### config.mk
export PLATFORM = sky130hd
export DESIGN_NAME = rename_dispatch_flat
export DESIGN_NICKNAME = d
export VERILOG_FILES = /design/src/rtl/rename_dispatch_pkg.sv /design/src/rtl/rename_dispatch_if.sv /design/src/rtl/rename_dispatch_free_list_fifo.sv /design/src/rtl/rename_dispatch.sv /design/src/flat_wrapper.sv
export SDC_FILE = /design/constraint.sdc
export NUM_CORES = 1
export LEC_CHECK = 0
export CELL_PAD_IN_SITES_DETAIL_PLACEMENT = 1
export CELL_PAD_IN_SITES_GLOBAL_PLACEMENT = 1
export CORE_ASPECT_RATIO = 0.9
export CORE_MARGIN = 1
export CORE_UTILIZATION = 30
export DETAILED_ROUTE_END_ITERATION = 8
export PLACE_DENSITY_LB_ADDON = 0.3
export RECOVER_POWER = 25
export SYNTH_ARGS = -nofsm -noshare
export SYNTH_HDL_FRONTEND = slang
export SYNTH_SLANG_ARGS = --single-unit
export TNS_END_PERCENT = 10
### constraint.sdc
create_clock -name clk -period 12.5 [get_ports clk]
set_clock_uncertainty 0.15 [all_clocks]
set_input_delay 1.25 -clock clk [delete_from_list [all_inputs] [get_ports clk]]
set_output_delay 1.25 -clock clk [all_outputs]
set_load 0.01 [all_outputs]
### src/rtl/rename_dispatch_pkg.sv
// Shared types and constants for the rename/dispatch slice.
// Provides: register-file sizing, RV32 opcode constants, preg/areg types,
// the renamed-instruction payload struct and the immediate decoder.
package rename_dispatch_pkg;

  localparam int unsigned NUM_AREG = 32;
  localparam int unsigned NUM_PREG = 64;
  localparam int unsigned PREG_W   = 6;
  localparam int unsigned AREG_W   = 5;
  localparam int unsigned FL_DEPTH = NUM_PREG - NUM_AREG;
  localparam int unsigned FL_PTR_W = 5;
  localparam int unsigned FL_CNT_W = 6;

  localparam logic [6:0] OP_R     = 7'b0110011;
  localparam logic [6:0] OP_I     = 7'b0010011;
  localparam logic [6:0] OP_U     = 7'b0110111;
  localparam logic [6:0] OP_LOAD  = 7'b0000011;
  localparam logic [6:0] OP_STORE = 7'b0100011;

  typedef logic [PREG_W-1:0] preg_t;
  typedef logic [AREG_W-1:0] areg_t;

  // Renamed instruction presented to the issue queue
  typedef struct packed {
    logic        valid;
    logic [31:0] pc;
    logic [6:0]  opcode;
    logic [2:0]  funct3;
    logic [6:0]  funct7;
    preg_t       src1_p;
    preg_t       src2_p;
    preg_t       dest_p;
    preg_t       old_dest_p;
    logic [31:0] imm;
    logic        src1_ready;
    logic        src2_ready;
  } uiq_entry_t;

  // Sign/shift-extended immediate for the supported formats; R and others give 0
  function automatic logic [31:0] decode_imm(input logic [31:0] instr);
    case (instr[6:0])
      OP_I, OP_LOAD: return {{20{instr[31]}}, instr[31:20]};
      OP_STORE:      return {{20{instr[31]}}, instr[31:25], instr[11:7]};
      OP_U:          return {instr[31:12], 12'b0};
      default:       return 32'b0;
    endcase
  endfunction

endpackage

### src/rtl/rename_dispatch_if.sv
// Handshake/bus bundle between fetch/ROB/FUs and the rename stage.
// master: environment side (drives in_*, stall_in, retire_*, wb_*).
// slave:  rename stage side (drives stall_out and out_*).
interface rename_dispatch_if;
  import rename_dispatch_pkg::*;

  logic        in_valid;
  logic [31:0] in_pc;
  logic [31:0] in_instr;
  logic        stall_in;
  logic        retire_valid;
  preg_t       retire_old_preg;
  logic        wb_valid;
  preg_t       wb_preg;

  logic        stall_out;
  logic        out_valid;
  logic [31:0] out_pc;
  logic [6:0]  out_opcode;
  logic [2:0]  out_funct3;
  logic [6:0]  out_funct7;
  preg_t       out_src1_p;
  preg_t       out_src2_p;
  preg_t       out_dest_p;
  preg_t       out_old_dest_p;
  logic [31:0] out_imm;
  logic        out_src1_ready;
  logic        out_src2_ready;

  modport master (
    output in_valid, in_pc, in_instr, stall_in, retire_valid, retire_old_preg, wb_valid, wb_preg,
    input  stall_out, out_valid, out_pc, out_opcode, out_funct3, out_funct7, out_src1_p,
           out_src2_p, out_dest_p, out_old_dest_p, out_imm, out_src1_ready, out_src2_ready
  );

  modport slave (
    input  in_valid, in_pc, in_instr, stall_in, retire_valid, retire_old_preg, wb_valid, wb_preg,
    output stall_out, out_valid, out_pc, out_opcode, out_funct3, out_funct7, out_src1_p,
           out_src2_p, out_dest_p, out_old_dest_p, out_imm, out_src1_ready, out_src2_ready
  );

endinterface

### src/rtl/rename_dispatch_free_list_fifo.sv
// Circular free list of physical registers; resets full with p32..p63 in order.
// Ports: clk, rstn (async active-low), pop_i (take head), push_i/push_preg_i
// (return a preg at tail), head_preg_o (preg popped this cycle), count_o (occupancy).
module rename_dispatch_free_list_fifo
  import rename_dispatch_pkg::*;
(
  input  logic                clk,
  input  logic                rstn,
  input  logic                pop_i,
  input  logic                push_i,
  input  preg_t               push_preg_i,
  output preg_t               head_preg_o,
  output logic [FL_CNT_W-1:0] count_o
);

  preg_t               mem_q [FL_DEPTH];
  logic [FL_PTR_W-1:0] head_q, head_d;
  logic [FL_PTR_W-1:0] tail_q, tail_d;
  logic [FL_CNT_W-1:0] count_q, count_d;
  logic                do_pop;
  logic                do_push;

  // Pointer/occupancy update; a push into a full list is only legal alongside a pop
  always_comb begin
    do_pop  = pop_i && (count_q != '0);
    do_push = push_i && ((count_q != FL_CNT_W'(FL_DEPTH)) || do_pop);
    head_d  = do_pop  ? head_q + FL_PTR_W'(1) : head_q;
    tail_d  = do_push ? tail_q + FL_PTR_W'(1) : tail_q;
    count_d = count_q;
    case ({do_push, do_pop})
      2'b10:   count_d = count_q + FL_CNT_W'(1);
      2'b01:   count_d = count_q - FL_CNT_W'(1);
      default: count_d = count_q;
    endcase
  end

  // Full at reset, so tail coincides with head
  always_ff @(posedge clk or negedge rstn) begin
    if (!rstn) begin
      for (int unsigned i = 0; i < FL_DEPTH; i++) mem_q[i] <= PREG_W'(FL_DEPTH + i);
      head_q  <= '0;
      tail_q  <= '0;
      count_q <= FL_CNT_W'(FL_DEPTH);
    end else begin
      if (do_push) mem_q[tail_q] <= push_preg_i;
      head_q  <= head_d;
      tail_q  <= tail_d;
      count_q <= count_d;
    end
  end

  assign head_preg_o = mem_q[head_q];
  assign count_o     = count_q;

endmodule

### src/rtl/rename_dispatch.sv
// Decode/rename stage feeding the unified issue queue.
// Ports: clk, rstn (async active-low), bus (rename_dispatch_if.slave): fetched
// instruction in, UIQ stall, ROB retire, FU writeback; renamed instruction out
// (registered) plus combinational stall_out back to fetch.
// Build option WAKEUP_BYPASS_EN: a writeback hitting a source in the accept cycle
// marks it ready directly; without it the instruction is held one cycle instead.
module rename_dispatch
  import rename_dispatch_pkg::*;
(
  input logic             clk,
  input logic             rstn,
  rename_dispatch_if.slave bus
);

  preg_t               rat_q [NUM_AREG];
  preg_t               rat_d [NUM_AREG];
  logic [NUM_PREG-1:0] busy_q, busy_d;
  uiq_entry_t          out_q, out_d;

  logic [6:0]          opcode;
  areg_t               rd, rs1, rs2;
  logic                is_r, is_i, is_u, is_load, is_store;
  logic                supported, needs_dest, use_src1, use_src2;
  preg_t               src1_p, src2_p;
  logic                wb_hit1, wb_hit2;
  logic                src1_ready, src2_ready;
  logic                bypass_stall, stall_c;
  logic                accept, alloc, push;
  preg_t               fl_head;
  logic [FL_CNT_W-1:0] fl_count;

  assign opcode = bus.in_instr[6:0];
  assign rd     = bus.in_instr[11:7];
  assign rs1    = bus.in_instr[19:15];
  assign rs2    = bus.in_instr[24:20];

  // Decode, source lookup (pre-update RAT) and stall generation
  always_comb begin
    is_r       = (opcode == OP_R);
    is_i       = (opcode == OP_I);
    is_u       = (opcode == OP_U);
    is_load    = (opcode == OP_LOAD);
    is_store   = (opcode == OP_STORE);
    supported  = is_r || is_i || is_u || is_load || is_store;
    needs_dest = (is_r || is_i || is_u || is_load) && (rd != '0);
    use_src1   = is_r || is_i || is_load || is_store;
    use_src2   = is_r || is_store;
    src1_p     = use_src1 ? rat_q[rs1] : '0;
    src2_p     = use_src2 ? rat_q[rs2] : '0;
    wb_hit1    = bus.wb_valid && use_src1 && (bus.wb_preg == src1_p);
    wb_hit2    = bus.wb_valid && use_src2 && (bus.wb_preg == src2_p);
`ifdef WAKEUP_BYPASS_EN
    bypass_stall = 1'b0;
    src1_ready   = !busy_q[src1_p] || wb_hit1;
    src2_ready   = !busy_q[src2_p] || wb_hit2;
`else
    bypass_stall = bus.in_valid && (wb_hit1 || wb_hit2);
    src1_ready   = !busy_q[src1_p];
    src2_ready   = !busy_q[src2_p];
`endif
    // No push->pop bypass: an empty list stalls even with a same-cycle retire
    stall_c = bus.stall_in || (bus.in_valid && needs_dest && (fl_count == '0)) || bypass_stall;
    accept  = bus.in_valid && !stall_c && supported;
    alloc   = accept && needs_dest;
    push    = bus.retire_valid && (bus.retire_old_preg != '0);
  end

  // Next output register, RAT and busy table
  always_comb begin
    out_d = out_q;
    if (!bus.stall_in) begin
      out_d = '0;
      if (accept) begin
        out_d.valid      = 1'b1;
        out_d.pc         = bus.in_pc;
        out_d.opcode     = opcode;
        out_d.funct3     = bus.in_instr[14:12];
        out_d.funct7     = bus.in_instr[31:25];
        out_d.src1_p     = src1_p;
        out_d.src2_p     = src2_p;
        out_d.dest_p     = alloc ? fl_head : '0;
        out_d.old_dest_p = alloc ? rat_q[rd] : '0;
        out_d.imm        = decode_imm(bus.in_instr);
        out_d.src1_ready = src1_ready;
        out_d.src2_ready = src2_ready;
      end
    end

    rat_d = rat_q;
    if (alloc) rat_d[rd] = fl_head;

    // Allocation overrides a same-cycle wakeup of the same preg
    busy_d = busy_q;
    if (bus.wb_valid) busy_d[bus.wb_preg] = 1'b0;
    if (alloc)        busy_d[fl_head]     = 1'b1;
    busy_d[0] = 1'b0;
  end

  always_ff @(posedge clk or negedge rstn) begin
    if (!rstn) begin
      for (int unsigned a = 0; a < NUM_AREG; a++) rat_q[a] <= PREG_W'(a);
      busy_q <= '0;
      out_q  <= '0;
    end else begin
      rat_q  <= rat_d;
      busy_q <= busy_d;
      out_q  <= out_d;
    end
  end

  rename_dispatch_free_list_fifo u_free_list (
    .clk        (clk),
    .rstn       (rstn),
    .pop_i      (alloc),
    .push_i     (push),
    .push_preg_i(bus.retire_old_preg),
    .head_preg_o(fl_head),
    .count_o    (fl_count)
  );

  assign bus.stall_out      = stall_c;
  assign bus.out_valid      = out_q.valid;
  assign bus.out_pc         = out_q.pc;
  assign bus.out_opcode     = out_q.opcode;
  assign bus.out_funct3     = out_q.funct3;
  assign bus.out_funct7     = out_q.funct7;
  assign bus.out_src1_p     = out_q.src1_p;
  assign bus.out_src2_p     = out_q.src2_p;
  assign bus.out_dest_p     = out_q.dest_p;
  assign bus.out_old_dest_p = out_q.old_dest_p;
  assign bus.out_imm        = out_q.imm;
  assign bus.out_src1_ready = out_q.src1_ready;
  assign bus.out_src2_ready = out_q.src2_ready;

endmodule

### src/flat_wrapper.sv
// flat-port wrapper written by rule: the top's interface ports become plain ports
module rename_dispatch_flat import rename_dispatch_pkg::*;
  (clk, rstn, bus_in_valid, bus_in_pc, bus_in_instr, bus_stall_in, bus_retire_valid, bus_retire_old_preg, bus_wb_valid, bus_wb_preg, bus_stall_out, bus_out_valid, bus_out_pc, bus_out_opcode, bus_out_funct3, bus_out_funct7, bus_out_src1_p, bus_out_src2_p, bus_out_dest_p, bus_out_old_dest_p, bus_out_imm, bus_out_src1_ready, bus_out_src2_ready);
  rename_dispatch_if bus_i ();
  input logic clk;
  input logic rstn;
  input wire logic [$bits(bus_i.in_valid)-1:0] bus_in_valid;
  input wire logic [$bits(bus_i.in_pc)-1:0] bus_in_pc;
  input wire logic [$bits(bus_i.in_instr)-1:0] bus_in_instr;
  input wire logic [$bits(bus_i.stall_in)-1:0] bus_stall_in;
  input wire logic [$bits(bus_i.retire_valid)-1:0] bus_retire_valid;
  input wire logic [$bits(bus_i.retire_old_preg)-1:0] bus_retire_old_preg;
  input wire logic [$bits(bus_i.wb_valid)-1:0] bus_wb_valid;
  input wire logic [$bits(bus_i.wb_preg)-1:0] bus_wb_preg;
  output wire logic [$bits(bus_i.stall_out)-1:0] bus_stall_out;
  output wire logic [$bits(bus_i.out_valid)-1:0] bus_out_valid;
  output wire logic [$bits(bus_i.out_pc)-1:0] bus_out_pc;
  output wire logic [$bits(bus_i.out_opcode)-1:0] bus_out_opcode;
  output wire logic [$bits(bus_i.out_funct3)-1:0] bus_out_funct3;
  output wire logic [$bits(bus_i.out_funct7)-1:0] bus_out_funct7;
  output wire logic [$bits(bus_i.out_src1_p)-1:0] bus_out_src1_p;
  output wire logic [$bits(bus_i.out_src2_p)-1:0] bus_out_src2_p;
  output wire logic [$bits(bus_i.out_dest_p)-1:0] bus_out_dest_p;
  output wire logic [$bits(bus_i.out_old_dest_p)-1:0] bus_out_old_dest_p;
  output wire logic [$bits(bus_i.out_imm)-1:0] bus_out_imm;
  output wire logic [$bits(bus_i.out_src1_ready)-1:0] bus_out_src1_ready;
  output wire logic [$bits(bus_i.out_src2_ready)-1:0] bus_out_src2_ready;
  assign bus_i.in_valid = bus_in_valid;
  assign bus_i.in_pc = bus_in_pc;
  assign bus_i.in_instr = bus_in_instr;
  assign bus_i.stall_in = bus_stall_in;
  assign bus_i.retire_valid = bus_retire_valid;
  assign bus_i.retire_old_preg = bus_retire_old_preg;
  assign bus_i.wb_valid = bus_wb_valid;
  assign bus_i.wb_preg = bus_wb_preg;
  assign bus_stall_out = bus_i.stall_out;
  assign bus_out_valid = bus_i.out_valid;
  assign bus_out_pc = bus_i.out_pc;
  assign bus_out_opcode = bus_i.out_opcode;
  assign bus_out_funct3 = bus_i.out_funct3;
  assign bus_out_funct7 = bus_i.out_funct7;
  assign bus_out_src1_p = bus_i.out_src1_p;
  assign bus_out_src2_p = bus_i.out_src2_p;
  assign bus_out_dest_p = bus_i.out_dest_p;
  assign bus_out_old_dest_p = bus_i.out_old_dest_p;
  assign bus_out_imm = bus_i.out_imm;
  assign bus_out_src1_ready = bus_i.out_src1_ready;
  assign bus_out_src2_ready = bus_i.out_src2_ready;
  rename_dispatch u_core (.clk(clk), .rstn(rstn), .bus(bus_i));
endmodule
* Yosys cells after proc, flatten, opt, wreduce, memory -nomap -nowiden
Index checks and enable logic that the tools add are counted.
Operators by class: equality and inequality tests 10, magnitude comparators 13, mux-type cells 35, bitwise gates (word level) 8, add/sub/neg operators 4, reductions and logical operators 38
Operator list (number):
- $bwmux 192 | 2
- $mux 64 | 2
- $bmux 6 s5 | 4
- $mux 108 | 1
- $pmux 32 s3 | 1
- $mux 6 | 14
- $and 64x64->64 | 1
- $not 64->64 | 1
- $or 64x64->64 | 1
- $demux 6 s5 | 2
- $ge 6x6->1 const B | 5
- $not 5->6 | 5
- $lt 6x7->1 const B | 4
- $eq 7x6->1 const B | 3
- $logic_and 1x1->1 | 18
- $bmux 1 s6 | 2
- $demux 1 s6 | 2
- $eq 6x6->1 | 2
- $ge 6x1->1 const B | 2
- $lt 6x1->1 const B | 2
- $pmux 6 s2 | 1
- $reduce_bool 6->1 | 2
- $logic_or 1x1->1 | 11
- $add 5x1->5 const B | 2
- other kinds (13) | 18
Storage, ports and cells: input bits 82, output and inout bits 109, logic and storage cells 188, register bits after elaboration 571

* Logic depth before layout (Yosys ltp)
Gate-level depths: netlist of the first run.
depth in word-level cells 19, depth in mapped cells 29, mapped depth without buffers 22

* Hierarchy
A second synthesis of the first run with hierarchy kept.
Unflattened totals: cell total of the unflattened synthesis 2257, area, all modules 30581.8 um^2
Modules (own cells, without submodules):
- rename_dispatch | area each 20658.6 um^2, sequential area each 9183.8 um^2, instances 1, cells an instance 1593
- rename_dispatch_free_list_fifo | area each 9923.3 um^2, sequential area each 5346.4 um^2, instances 1, cells an instance 664

* Worst setup path after synthesis of the first run
OpenSTA, ideal clock, no wires.
path type input to register, start input port bus_in_instr[15], end register u_core.u_free_list.count_q[5], in the netlist u_core.u_free_list.count_o[5], cell stages on the path 27, buffers on the path 6, required time 12267 ps, arrival 5802 ps, path slack 6466 ps, setup time 83 ps, cell sequence buf_4 -> buf_6 -> mux4_2 -> mux4_2 -> mux2i_1 -> nor2_1 -> xnor2_1 -> nand3_1 -> o32ai_1 -> or2_1 -> buf_6 -> buf_6 -> inv_1 -> buf_2 -> ha_1 -> clkbuf_1 -> nand2_1 -> o21ai_0 -> a221oi_1 -> nor2_1 -> mux2i_1 -> nor2_1 -> a21oi_1 -> nor2_1 -> a21oi_1 -> nor2_1 -> xor2_1
On the way: longest elaborated chain between the ends 19, elaborated cells on any way between the ends 21, classes of those cells 3 x eq/ne; 5 x mux; 1 x bitwise; 12 x reduce/logical
RTL lines:
- start: declaration | line flat_wrapper.sv:9 | input wire logic [$bits(bus_i.in_instr)-1:0] bus_in_instr;
- $not 5->6 (not written as such) * | line rename_dispatch.sv:48 | src1_p = use_src1 ? rat_q[rs1] : '0;
- $bmux 6 s5 * | line rename_dispatch.sv:48
- $mux 6 (not written as such) * (2 in series) | line rename_dispatch.sv:48
- $mux 6 * | line rename_dispatch.sv:48
- $eq 6x6->1 * | line rename_dispatch.sv:50 | wb_hit1 = bus.wb_valid && use_src1 && (bus.wb_preg == src1_p);
- $logic_and 1x1->1 * | line rename_dispatch.sv:50
- $logic_or 1x1->1 * | line rename_dispatch.sv:57 | bypass_stall = bus.in_valid && (wb_hit1 || wb_hit2);
- $logic_and 1x1->1 * | line rename_dispatch.sv:57
- [... 2 more ...]
- $logic_and 1x1->1 * (2 in series) | line rename_dispatch.sv:63 | accept = bus.in_valid && !stall_c && supported;
- $logic_and 1x1->1 * | line rename_dispatch.sv:64 | alloc = accept && needs_dest;
- $logic_and 1x1->1 * | line rename_dispatch_free_list_fifo.sv:25 | do_pop = pop_i && (count_q != '0);
- net u_core.u_free_list.do_pop | line rename_dispatch_free_list_fifo.sv:20 | logic do_pop;
- $logic_or 1x1->1 | line rename_dispatch_free_list_fifo.sv:26 | do_push = push_i && ((count_q != FL_CNT_W'(FL_DEPTH)) || do_pop);
- $logic_and 1x1->1 | line rename_dispatch_free_list_fifo.sv:26
- $eq 2x1->1 or $eq 2x2->1 (tied branches) | line rename_dispatch_free_list_fifo.sv:30 | case ({do_push, do_pop})
- $pmux 6 s2 or $reduce_bool 2->1 (tied branches)
- end signal: assignment | line rename_dispatch_free_list_fifo.sv:43 | count_q <= FL_CNT_W'(FL_DEPTH);
- end signal: assignment | line rename_dispatch_free_list_fifo.sv:48 | count_q <= count_d;
- end: declaration | line rename_dispatch_free_list_fifo.sv:19 | logic [FL_CNT_W-1:0] count_q, count_d;
Mark *: on every way through the listed nets, which the timed path passes. The rest lies on a longest branch. The select of a mux whose other input is x is not followed. A chain may end at the register's enable or synchronous reset.

* Worst setup path after layout of the first run
start input port bus_in_instr[23], end register u_core.u_free_list.count_q[5], in the netlist u_core.u_free_list.count_o[5]
On the way: longest elaborated chain between the ends 19, elaborated cells on any way between the ends 21, classes of those cells 3 x eq/ne; 5 x mux; 1 x bitwise; 12 x reduce/logical
RTL lines:
- $not 5->6 (not written as such) * | line rename_dispatch.sv:49 | src2_p = use_src2 ? rat_q[rs2] : '0;
- $bmux 6 s5 * | line rename_dispatch.sv:49
- $mux 6 (not written as such) * (2 in series) | line rename_dispatch.sv:49
- $mux 6 * | line rename_dispatch.sv:49
- $eq 6x6->1 * | line rename_dispatch.sv:51 | wb_hit2 = bus.wb_valid && use_src2 && (bus.wb_preg == src2_p);
- $logic_and 1x1->1 * | line rename_dispatch.sv:51
- $logic_or 1x1->1 * | line rename_dispatch.sv:57
- $logic_and 1x1->1 * | line rename_dispatch.sv:57
- $logic_or 1x1->1 * | line rename_dispatch.sv:62 | stall_c = bus.stall_in || (bus.in_valid && needs_dest && (fl_count == '0)) || bypass_stall;
- $logic_not 1->1 * | line rename_dispatch.sv:63
- $logic_and 1x1->1 * (2 in series) | line rename_dispatch.sv:63
- $logic_and 1x1->1 * | line rename_dispatch.sv:64
- $logic_and 1x1->1 * | line rename_dispatch_free_list_fifo.sv:25
- $logic_or 1x1->1 | line rename_dispatch_free_list_fifo.sv:26
- $logic_and 1x1->1 | line rename_dispatch_free_list_fifo.sv:26
- $eq 2x1->1 or $eq 2x2->1 (tied branches) | line rename_dispatch_free_list_fifo.sv:30
- $pmux 6 s2 or $reduce_bool 2->1 (tied branches)
Mark *: on every way between the ends. The rest lies on a longest branch, timed or not. The select of a mux whose other input is x is not followed.

==> run metrics, run 1 <==
post-synthesis cell area=about 30000 um^2; Iter 0 DRT Violations=about 1500; Synth Area in Adders=less than 1%; first-pass GRT wire length=roughly 150000 um; cells along the critical path=clkdlybuf4s50_1, inv_1, mux4_2, a221oi_1, a21boi_0, nand4b_1, a2111o_1, o32ai_1, or2_4, buf_4, nand3_4, nand2_1, ha_1, o21ai_0, a221oi_1, nor2_1, mux2i_1, nor2_1, a21oi_1, nor2_1, a21oi_1, nor2_1, xor2_1; Critical R2R Launch=u_core.rat_q[119]; cell area after placement=about 34000 um^2; post-route antenna net violation count=0; vias after detailed routing=~21000; Total GRT Usage=19.4%; main combinational cell family by area after synthesis=multiplexers; FFs w/ async S/R, synth=100%; CP Class=primary input to register; die height=between 300 and 400 um; crit end category=register; WL final=around 100000 um; Tmin final=just under 9000 ps; Max Root-Sink Buffers=3; port bufs=190; crit start category=primary input; nets=between 2000 and 2500; Critical Path AT=around 9000 ps; synth warn=0; total power divided by cell area=between 150 and 200 nW/um^2; critical hold path startpoint=u_core.rat_q[189]; number of global-route vias before repair=approximately 22000; Starting Density=between 30% and 40%; Compound-Gate Fraction of Synth Area=between 7 and 8%; Worst setup startpoint=bus_in_instr[23]; share of layout cells above drive strength 1=a little over two fifths; syn nets=between 2000 and 2500; count leader, synth=mux2_2; Syn Inst Count=roughly 2200; max cap viols=3; status=finished with violations; final setup TNS=0 ps; slew margin rel.=-374%; slowest CP cell=inv_1; Synth area leader=dfrtp_1; CP delay by family, top=buffers and inverters; multiplexer share of the synthesized area=32.8%; Layout fillers=approximately 10000; pin count of the biggest net entering global routing=198; detailed-route wire length per cell=about 27 um; crit-path max cell delay=about 1000 ps; hpwl dp=67500 um; leak pwr=approximately 15 nW; flop and latch count out of synthesis=around 570; CTS buffer count=a little under 70; Via density=roughly 5.5; number of flops mapped to enable cells by yosys=0; number of gates resized after CTS=0; hold_buf cts=0; Die ar.=between 100000 and 150000 um^2; Worst Setup Slack post-DPL=slightly above 3000 ps; H-tree depth=3; crit-path max FO=37; Most common cell on crit path=nor2_1; GPL Wtd Cong=0.907; Min Hold Slack=~260 ps; fin cells=3727; CP required=~13000 ps; library cells used by synthesis=70; placed cell count=approximately 3600; Seq/Total Area, Yosys=a little under half; Clk pin slew, worst setup/hold paths=~60 ps; ranking of synthesized cells by area=dfrtp_1 (31%), dfstp_2 (17%), mux2_2 (15%); root buf cell=clkbuf_16; Sink Count=between 500 and 600; worst-margin pin slew=around 7100 ps; Setup WS post-layout=between 3000 and 4000 ps; WP buf/inv=3; worst-skew pair later-pin latency=about 630 ps; initial antenna violation count=0; die width=338 um; Pre-Repair DR Iteration Count=5; IR drop worst, VDD=between 70 and 80 uV; top_reg_cell synth=dfrtp_1; top cell type's share of synthesized area=between 30% and 40%; DRC Markers=0; Ports=191; hold crit path type=register to register; std cell rows=110; Final Power=approximately 5.7 mW; violated checks=max-capacitance violations, max-slew violations; RSZ-0062 raised after global routing=no; core area=approximately 100000 um^2; postcts setup bufs=0; fin util=between 30% and 40%; Fmax=114 MHz; Synth top cells by count=mux2_2 (419), dfrtp_1 (378), mux4_2 (197); TritonCTS clock tree=done; Post-Synth Simple-Gate Area=~7.9%; Setup violations, final=0; Final period util=70.3%; design area=35900 um^2; GRT overflow=0; syn avg cell area=13.8 um^2; Final Max Slew Viols=216; XOR/XNOR Fraction of Synth Area=less than 1%; Area Growth Syn to Fin=17.8%; final hold violations=0
[final cells by class]
cell class	count	area [um^2]	share of cell area, %
multi-input cells	1440	15100	42.1
flip-flops and latches	571	14500	40.5
repair buffers	226	2150	5.98
clock buffers	109	2090	5.82
well taps	1344	1680	4.69
clock inverters	19	239	0.666
inverters	17	63.8	0.178
diodes	1	2.50	0.00698
[path summary, 6_finish.rpt]
path | endpoint | slack (ps) | depth (start not counted)
worst min register to register | u_core.rat_q[189] | 260 | 0
worst max register to register | u_core.u_free_list.count_o[5] | 5060 | 22
worst min-delay path | u_core.rat_q[189] | 260 | 0
max in group asynchronous | u_core.rat_q[165] | 3900 | 2
worst max-delay path | u_core.u_free_list.count_o[5] | 3710 | 23
min in group asynchronous | u_core.bus.out_opcode[3] | 3180 | 1
[logic make-up (layout without fill, tap and decap cells)]
logic type	Yosys count	after routing
XOR/XNOR	23	23
AND/OR/NAND/NOR	341	341
AO/OA/AOI/OAI	369	369
flip-flops	571	571
buffers and inverters	191	371
adder cells (fa/ha/maj)	8	8
other	0	1
multiplexers	699	699
[placed cells by master, fill, tap and decap left out, drive strengths merged, types with 8 or more instances in the layout]
cell           instances
mux2                 420
dfrtp                378
mux4                 197
dfstp                193
clkdlybuf4s50        182
o21ai                167
clkbuf               112
nand2                110
mux2i                 82
a22o                  70
nor2                  49
buf                   41
nand4                 41
nor3                  40
a21oi                 31
o22ai                 30
nand3                 24
inv                   22
xnor2                 17
a211oi                17
nor2b                 12
a22oi                 10
nand2b                 9
and3                   9
nor4                   9
clkinv                 9
and2                   9
a221oi                 8
ha                     8
[state kept, by name, summed over array words and instances (netlist names)]
| name | cells |
|---|---|
| u_core.bus.out_imm | 32 |
| u_core.bus.out_src2_p | 6 |
| u_core.bus.out_opcode | 7 |
| u_core.u_free_list.count_o | 6 |
| u_core.bus.out_pc | 32 |
| u_core.bus.out_dest_p | 6 |
| u_core.bus.out_src1_p | 6 |
| u_core.bus.out_valid | 1 |
| u_core.bus.out_old_dest_p | 6 |
| u_core.bus.out_funct3 | 3 |
| u_core.rat_q | 192 |
| u_core.u_free_list.tail_q | 5 |
| u_core.bus.out_funct7 | 7 |
| u_core.busy_q | 63 |
| u_core.u_free_list.head_q | 5 |
| u_core.bus.out_src1_ready | 1 |
| u_core.bus.out_src2_ready | 1 |
| u_core.u_free_list.mem_q | 192 |
[routing by layer]
| metal | vias up | track usage (%) | routed length (um) |
|---|---|---|---|
| met4 | 0 | 6.51 | 2960 |
| met5 | - | 0 | 0 |
| met1 | 11100 | 26.8 | 44400 |
| met3 | 162 | 4.67 | 6840 |
| li1 | 8720 | - | - |
| met2 | 674 | 29.7 | 45300 |
[where the power goes]
part	internal [mW]	switching, mW	total [mW]
clock	1.22	0.840	2.06
combinational	0.548	0.659	1.21
sequential	2.25	0.192	2.44
(Power assumes the default switching activity.)
==> inputs of run 2 (changes only) <==
==> constraint.sdc (replaced) <==
create_clock -name clk -period 8.07 [get_ports clk]
set_clock_uncertainty 0.15 [all_clocks]
set_input_delay 0.807 -clock clk [delete_from_list [all_inputs] [get_ports clk]]
set_output_delay 0.807 -clock clk [all_outputs]
set_load 0.01 [all_outputs]
==> run metrics, run 2 (synthesized netlist as in run 1, its figures left out) <==
R2R Path End=u_core.u_free_list.count_o[5]; Via density=5.62 (+1.3%); Final Power=8.89 mW (+56%); cells along the critical path=clkdlybuf4s50_1, buf_4, mux4_2, mux4_2, mux2i_1, nor2_1, xnor2_1, nand3_1, o32ai_1, or2_4, inv_1, ha_1, nand2_1, o21ai_0, a221oi_1, nor2_1, mux2i_1, nor2_1, a21oi_1, nor2_1, a21oi_1, nor2_1, xor2_1; slowest CP cell=o32ai_1; port bufs=190 (unchanged); core area=100000 um^2 (unchanged); Setup violations, final=0 (unchanged); hold_buf cts=0 (unchanged); status=finished with violations; design area=35900 um^2 (+0.25%); final hold violations=0 (unchanged); Final period util=roughly four fifths; Die ar.=103000 um^2 (unchanged); Area Growth Syn to Fin=18.1%; std cell rows=110 (unchanged); violated checks=max-capacitance violations, max-slew violations; first-pass GRT wire length=153000 um (+1.5%); worst-margin pin slew=5450 ps (-1650 ps); RSZ-0062 raised after global routing=no; commonest cells after routing, fill and taps aside=mux2_2 (419), dfrtp_1 (376), mux4_2 (197); cell area after placement=33600 um^2 (+0.17%); Starting Density=30.3% (unchanged); GPL Wtd Cong=0.891 (-1.8%); slew margin rel.=-264% (+110 points); Most common cell on crit path=nor2_1; number of global-route vias before repair=22300 (+0.18%); Critical Path AT=6890 ps (-2280 ps); DRC Markers=0 (unchanged); commonest non-fill, non-tap cell in the layout=mux2_2; postcts setup bufs=0 (unchanged); crit-path max FO=19 (-49%); detailed-route wire length per cell=27.0 um (+1.1%); Sink Count=571 (unchanged); Worst Setup Slack post-DPL=1020 ps (-2050 ps); Total GRT Usage=19.7% (+0.28 points); Ports=191 (unchanged); share of layout cells above drive strength 1=43.6% (+0.39 points); Max Root-Sink Buffers=3 (unchanged); Fmax=between 150 and 200 MHz; Clk pin slew, worst setup/hold paths=60 ps (about the same); max cap viols=4 (+1); Tmin final=between 6000 and 7000 ps; leak pwr=14.7 nW (+0.44%); Regs by FF count=u_core.rat_q: 192 flops, u_core.u_free_list.mem_q: 192 flops, u_core.busy_q: 63 flops; r2r setup slk=2030 ps (-3030 ps); Iter 0 DRT Violations=1540 (+4.3%); hpwl dp=68500 um (+1.5%); Pre-Repair DR Iteration Count=5 (unchanged); hold crit path type=register to register; CP Class=primary input to register; CTS buffer count=69 (unchanged); Setup WS post-layout=1590 ps (-2130 ps); total power divided by cell area=247 nW/um^2 (+55%); H-tree depth=3 (unchanged); GRT overflow=0 (unchanged); nets=2421 (+0.25%); root buf cell=clkbuf_16; critical hold path startpoint=u_core.rat_q[191]; IR drop worst, VDD=157 uV (+110%); fin util=35.8% (+0.089 points); crit end category=register; WHS Endpoint=u_core.rat_q[191]; die height=304 um (unchanged); TritonCTS clock tree=done; Final Max Slew Viols=236 (+9.3%); vias after detailed routing=21000 (+1.4%); worst-skew pair later-pin latency=640 ps (about the same); R2R depth=21 (-4.5%); Hold Path Depth=0 (unchanged); Critical R2R Launch=u_core.rat_q[17]; die width=338 um (unchanged); CP required=8480 ps (-4400 ps); pin count of the biggest net entering global routing=158 (-20%); antenna diode count=0 (-1); initial antenna violation count=3 (+3); crit-path max cell delay=570 ps (-450 ps); WL final=101000 um (+1.2%); crit start category=primary input; post-route antenna net violation count=0 (unchanged); number of gates resized after CTS=0 (unchanged); final setup TNS=0 ps (unchanged)
## run 2: cell count changes in the layout (fill, tap and decap cells not counted), moves of 2 or more
| cell | delta |
|---|---|
| buf_4 | +4 |
| clkbuf_1 | -6 |
| clkbuf_8 | -3 |
| clkinv_2 | +6 |
| bufinv_16 | +2 |
## run 2: area by class of cell
cell class,instances,area [um^2]
fillers,10400,64400
multi-input cells,1440,15100
inverters,17,63.8
well taps,1344,1680
repair buffers,232,2200
clock inverters,28,339
clock buffers,100,2020
flip-flops and latches,571,14500
## run 2: worst max path at each step
| stage | from | to | slack (ps) | cells past startpoint |
|---|---|---|---|---|
| finish | bus_in_instr[16] | u_core.u_free_list.count_o[5] | 1590 | 23 |
| global placement | bus_in_instr[16] | u_core.u_free_list.count_o[5] | 1070 | 23 |
| detailed placement | bus_in_instr[16] | u_core.u_free_list.count_o[5] | 1020 | 23 |
| CTS | bus_in_instr[16] | u_core.u_free_list.count_o[5] | 1680 | 23 |
| floorplan | bus_in_instr[15] | u_core.u_free_list.count_o[5] | 2480 | 27 |
| global route | rstn | u_core.bus.out_dest_p[2] | 870 | 2 |
## run 2: power by group
group / switching (mW) / internal (mW)
registers: 0.303 / 3.48
clock network: 1.31 / 1.92
logic: 1.02 / 0.846
## run 2: worst max-delay path, delay by kind of cell
kind                       cells  cell delay [ps]
buffers and inverters          3             1140
muxes                          4             1600
adders and majority gates      1              480
xor gates and xnor gates       2              380
and+or+nand+nor                8             1060
AOI/OAI and AO/OA              5             1380
## run 2: per-stage QoR
stage	cells	hold WS, ps
2_1_floorplan	2202	308
3_3_place_gp	3604	247
3_5_place_dp	3604	261
4_1_cts	3732	75.3
5_1_grt	3732	297
6_report	3732	285
## run 2: layer usage
layer	vias up	GRT usage, %	share of wire [%]	wire length [um]
li1	8730	-	-	-
met1	11300	27.8	44	44500
met2	815	29.7	45	45600
met3	166	4.56	7.8	7880
met4	6	6.18	2.7	2760
met5	-	0	0.047	47
==> RTL edit 1: new RTL, settings of run 2 <==
Set the package constant `PREG_W` to 12 (it was 6).
--- a/src/rtl/rename_dispatch_pkg.sv
+++ b/src/rtl/rename_dispatch_pkg.sv
@@ -5,7 +5,7 @@
 
   localparam int unsigned NUM_AREG = 32;
   localparam int unsigned NUM_PREG = 64;
-  localparam int unsigned PREG_W   = 6;
+  localparam int unsigned PREG_W   = 12;
   localparam int unsigned AREG_W   = 5;
   localparam int unsigned FL_DEPTH = NUM_PREG - NUM_AREG;
   localparam int unsigned FL_PTR_W = 5;
Interface: changed (6 resized); port bits go from 191 to 227. No check against the original RTL was run, so the function may have changed too.
==> RTL edit 1 against run 2 <==
The run still ends with max-capacitance violations, max-slew violations left. Via count grew 62%. Final area is 68% higher. Worst setup slack lost 0.19 ns. First-iteration DRC count increased by 75%. Synthesized area is 71% higher. Sequential cell count grew 408. Routed wire length is 80% higher. Total power up 73%. Highest routed layer unchanged.
==> RTL edit 1: results (changes against run 2) <==
metric,value,unit,change
post-DR wirelength/cell,30.1,um,+11%
Syn Area/Cell,14.6,um2,+5.5%
Inserted Clock Buffers,111,,+61%
Worst EP arrival,5.72,ns,-1.17 ns
CP max FO,8,,-11
MaxCap Viol Count,3,,-1
CP top delay family,simple AND/OR/NAND/NOR gates,,
outcome,finished with violations,,
first-pass GRT wire length,268000,um,+75%
post-synthesis sequential area ratio,47.5,%,-0.20 points
vias in the first global route,35800,,+61%
largest registers,"u_core.rat_q: 384 flops, u_core.u_free_list.mem_q: 384 flops, u_core.busy_q: 63 flops",,
storage element area,24700,um2,+70%
commonest cells in the synthesized netlist,"786 x dfrtp_1, 496 x mux2_2, 410 x mux4_2, 233 x clkbuf_1, 193 x dfstp_2",,
Placed Cells,5827,,+62%
RD Place Congestion,0.868,,-2.6%
proportion of synthesized area in mux cells,37.9,%,+5.1 points
Clock Latency Late Sink,0.78,ns,+0.14 ns
layout cell share with drive strength beyond 1,43.9,%,+0.24 points
Slew HR,-245,%,+19 points
fillers,17700,,+70%
area post-placement,56600,um2,+69%
LEAKAGE,25.5,nW,+73%
Setup WS pre-CTS,0.901,ns,-0.118 ns
fin. max-slew vios,215,,-8.9%
synth top area cells,"dfrtp_1 38%, mux4_2 18%, mux2_2 11%",,
Final Non-Filler Cells,6043,,+62%
failing checks,"max-capacitance violations, max-slew violations",,
critical path's slowest cell,o22ai_1,,
port bufs,226,,+19%
==> RTL edit 1: cells by family (layout without fill, tap and decap cells) <==
group           count (synthesis)  count (layout)
compound gates                451             451
xor+xnor                       40              40
fa+ha+maj                       8               8
buf+inv                       368             575
flops                         979             979
mux                          1299            1299
other cells                     0               3
simple gates                  425             425
==> RTL edit 1: worst paths after layout <==
| check | end | depth (start not counted) | slack, ns | from |
|---|---|---|---|---|
| max reg2reg | u_core.u_free_list.count_o[5] | 20 | 2.36 | u_core.rat_q[275] |
| min reg2reg | u_core.rat_q[380] | 0 | 0.27 | u_core.rat_q[380] |
| max | bus_stall_out | 13 | 1.39 | bus_in_instr[0] |
| max in group asynchronous | u_core.rat_q[189] | 4 | 1.56 | rstn |
| min | u_core.rat_q[380] | 0 | 0.27 | u_core.rat_q[380] |
| min in group asynchronous | u_core.rat_q[284] | 2 | 2.34 | rstn |
==> RTL edit 1: final cells by class <==
cell class / count / area share, %
multi-input cells: 2223 / 42.5
flip-flops and latches: 979 / 40.9
repair buffers: 350 / 5.43
clock buffers: 167 / 5.38
well taps: 2263 / 4.68
clock inverters: 45 / 1.04
inverters: 13 / 0.0806
diodes: 3 / 0.0124
==> RTL edit 1: metal layers <==
metal	track usage, %	wire, um	vias up
met4	7.71	7140	6
met3	3.30	10000	304
met5	0	35	-
met2	32.5	84400	1102
met1	28.8	80300	18700
li1	-	-	14000
==> RTL edit 1: timing repair <==
item                      CTS  global route
hold buffers                1             0
hold endpoints to repair   71             0
setup buffers               0             0
resized for setup           0             0
==> RTL edit 1: power breakdown <==
group	switching (mW)	internal, mW
logic	1.83	1.68
registers	0.539	5.93
clock network	2.25	3.13
total	4.62	10.7
==> RTL edit 2: new RTL, config.mk and constraints of run 2 <==
Without the edit above. Reset style: synchronous (`rstn`), changed in 2 clocked blocks. Comments in the files are not updated.
--- a/src/rtl/rename_dispatch_free_list_fifo.sv
+++ b/src/rtl/rename_dispatch_free_list_fifo.sv
@@ -35,7 +35,7 @@
   end
 
   // Full at reset, so tail coincides with head
-  always_ff @(posedge clk or negedge rstn) begin
+  always_ff @(posedge clk) begin
     if (!rstn) begin
       for (int unsigned i = 0; i < FL_DEPTH; i++) mem_q[i] <= PREG_W'(FL_DEPTH + i);
       head_q  <= '0;
--- a/src/rtl/rename_dispatch.sv
+++ b/src/rtl/rename_dispatch.sv
@@ -96,7 +96,7 @@
     busy_d[0] = 1'b0;
   end
 
-  always_ff @(posedge clk or negedge rstn) begin
+  always_ff @(posedge clk) begin
     if (!rstn) begin
       for (int unsigned a = 0; a < NUM_AREG; a++) rat_q[a] <= PREG_W'(a);
       busy_q <= '0;
Behaviour: not the same (a bounded check fails within 4 cycles, from zero or initial values and one cycle with rstn low; the reset may be asserted at any time).
==> RTL edit 2 against run 2 <==
The flow still finishes with violations (max-capacitance violations, max-slew violations). Final area is 1.9% lower. Routed wire length is 25% higher. Sequential cell count is 5 higher. Synthesized area is 1.3% lower. Worst setup slack worse by 0.47 ns. Global-route usage is 4.5 points higher. Critical path type unchanged.
Power is not compared: it rests on default switching activity, and its combinational part moved more than twofold at a synthesized area within 25%.
==> RTL edit 2: results (changes against run 2) <==
metric,value,unit,change
outcome,finished with violations,,
failing checks,"max-capacitance violations, max-slew violations",,
1st-pass router iterations,5,,unchanged
CP Launch Point,bus_in_instr[20],,
Worst EP arrival,7.35,ns,+0.46 ns
nets@finish,2967,,+23%
Inserted Clock Buffers,70,,+1.4%
vias per cell,6.12,,+8.9%
H-tree depth,3,,unchanged
FF-to-FF path depth,11,,-48%
"Primary FF master, synth",dfxtp_1,,
commonest cells in the synthesized netlist,"384 x dfxtp_1, 225 x mux2i_1, 204 x nor2_1, 199 x nand2_1, 192 x edfxtp_1",,
synth top area cells,"dfxtp_1 26%, edfxtp_1 19%, mux4_2 14%",,
post-synthesis sequential area ratio,44.7,%,-3.0 points
post-synthesis cell type count,81,,+16%
CTS Buffer Depth,3,,unchanged
RD Place Congestion,0.939,,+5.4%
largest net degree at the start of global routing,135,,-15%
CP max FO,32,,+13
critical path's slowest cell,clkbuf_1,,
fin. max-slew vios,297,,+26%
Hold Crit Class,register to register,,
"EDFF count, synth",192,,+192
area post-placement,32900,um2,-2.1%
FF-to-FF setup slack,1.79,ns,-0.24 ns
RR Startpoint,u_core.rat_q[158],,
vias in the first global route,26300,,+18%
initial DRC count,2880,,+87%
worst flop-to-flop path endpoint,u_core.rat_q[87],,
LEAKAGE,11.9,nW,
Async SR Flop Fraction,0,%,-100 points
crit end category,register,,
first-pass GRT wire length,183000,um,+20%
overall routing resource usage,24.2,%,+4.5 points
Crit path largest cell delay,1.58,ns,+1.01 ns
MaxCap Viol Count,5,,+1
CP top delay family,buffers and inverters,,
post-DR wirelength/cell,29.5,um,+9.1%
fillers,10900,,+5.0%
initial antenna violation count,6,,+3
Final HPWL DP,82200,um,+20%
layout cell share with drive strength beyond 1,14.1,%,-29 points
port bufs,190,,unchanged
WHS Path Cells,2,,+2
Slew HR,-141,%,+120 points
Post-Syn Nets,2935,,+28%
RTL edit 2: per-layer routing:
| metal | part of all wire [%] | vias up | global-route usage, % | wire, um |
|---|---|---|---|---|
| met4 | 3.9 | 4 | 10.2 | 4940 |
| met1 | 42 | 13400 | 32.6 | 52400 |
| met3 | 8.7 | 285 | 4.69 | 10900 |
| li1 | - | 10900 | - | - |
| met5 | 0.021 | - | 0 | 26 |
| met2 | 46 | 1404 | 38.0 | 57300 |
RTL edit 2: worst min-delay path by stage:
stage                                     to  slack [ns]                      from
CTS                 u_core.bus.out_src2_p[0]        0.31  u_core.bus.out_src2_p[0]
finish              u_core.bus.out_src2_p[0]        0.31  u_core.bus.out_src2_p[0]
detailed placement  u_core.bus.out_src2_p[0]        0.31  u_core.bus.out_src2_p[0]
global route        u_core.bus.out_opcode[1]        0.34  u_core.bus.out_opcode[1]
global placement       u_core.bus.out_imm[8]        0.30     u_core.bus.out_imm[8]
floorplan                  u_core.rat_q[118]        0.30         u_core.rat_q[118]
RTL edit 2: cells by family after synthesis:
family,after synthesis,synth area share [%]
DFF,576,44.7
AOI/OAI and AO/OA,542,11.7
buffers and inverters,323,4.55
adders and majority gates,11,0.483
and+or+nand+nor,943,15.8
xor gates and xnor gates,17,0.495
muxes,430,22.2
RTL edit 2: where the power goes:
group	total, mW	internal [mW]	leakage [nW]	switching [mW]
clock	3.37	2.03	1.18	1.34
sequential	3.02	3.01	4.77	0.00791
combinational	0.447	0.131	5.99	0.315
RTL edit 2: final cells by class:
cell class | instances | area (um2) | share of cell area [%]
timing repair buffer | 253 | 2360 | 6.69
inverter | 30 | 120 | 0.341
antenna | 2 | 5.00 | 0.0142
multi-input combinational | 1943 | 15200 | 43.2
sequential | 576 | 13500 | 38.2
tap | 1332 | 1670 | 4.73
clock inverter | 26 | 354 | 1.00
clock buffer | 100 | 2050 | 5.81
RTL edit 2: worst reg2reg max path, cell delays in order (launching register included):
cell       delay, ns
dfxtp_1         0.44
mux2i_1         0.20
mux4_2          0.51
a221oi_1        0.79
and3_1          0.27
o221ai_1        0.13
a2111oi_2       0.41
a32oi_1         0.44
nand2_2         0.23
clkbuf_1        1.58
or3_1           0.76
mux2i_1         0.27
RTL edit 2: stage by stage:
stage / setup slack (ns) / power (mW) / cells / util [%] / hold WS, ns
floorplan: 2.48 / 3.32 / 2842 / - / 0.301
global placement: 1.35 / 3.51 / 4134 / 33.3 / 0.301
detailed placement: 1.31 / 3.52 / 4134 / 33.3 / 0.308
CTS: 1.69 / 6.87 / 4260 / 35.7 / 0.315
global route: 0.851 / 7.00 / 4262 / 35.7 / 0.341
finish: 1.11 / 6.84 / 4262 / 35.7 / 0.310
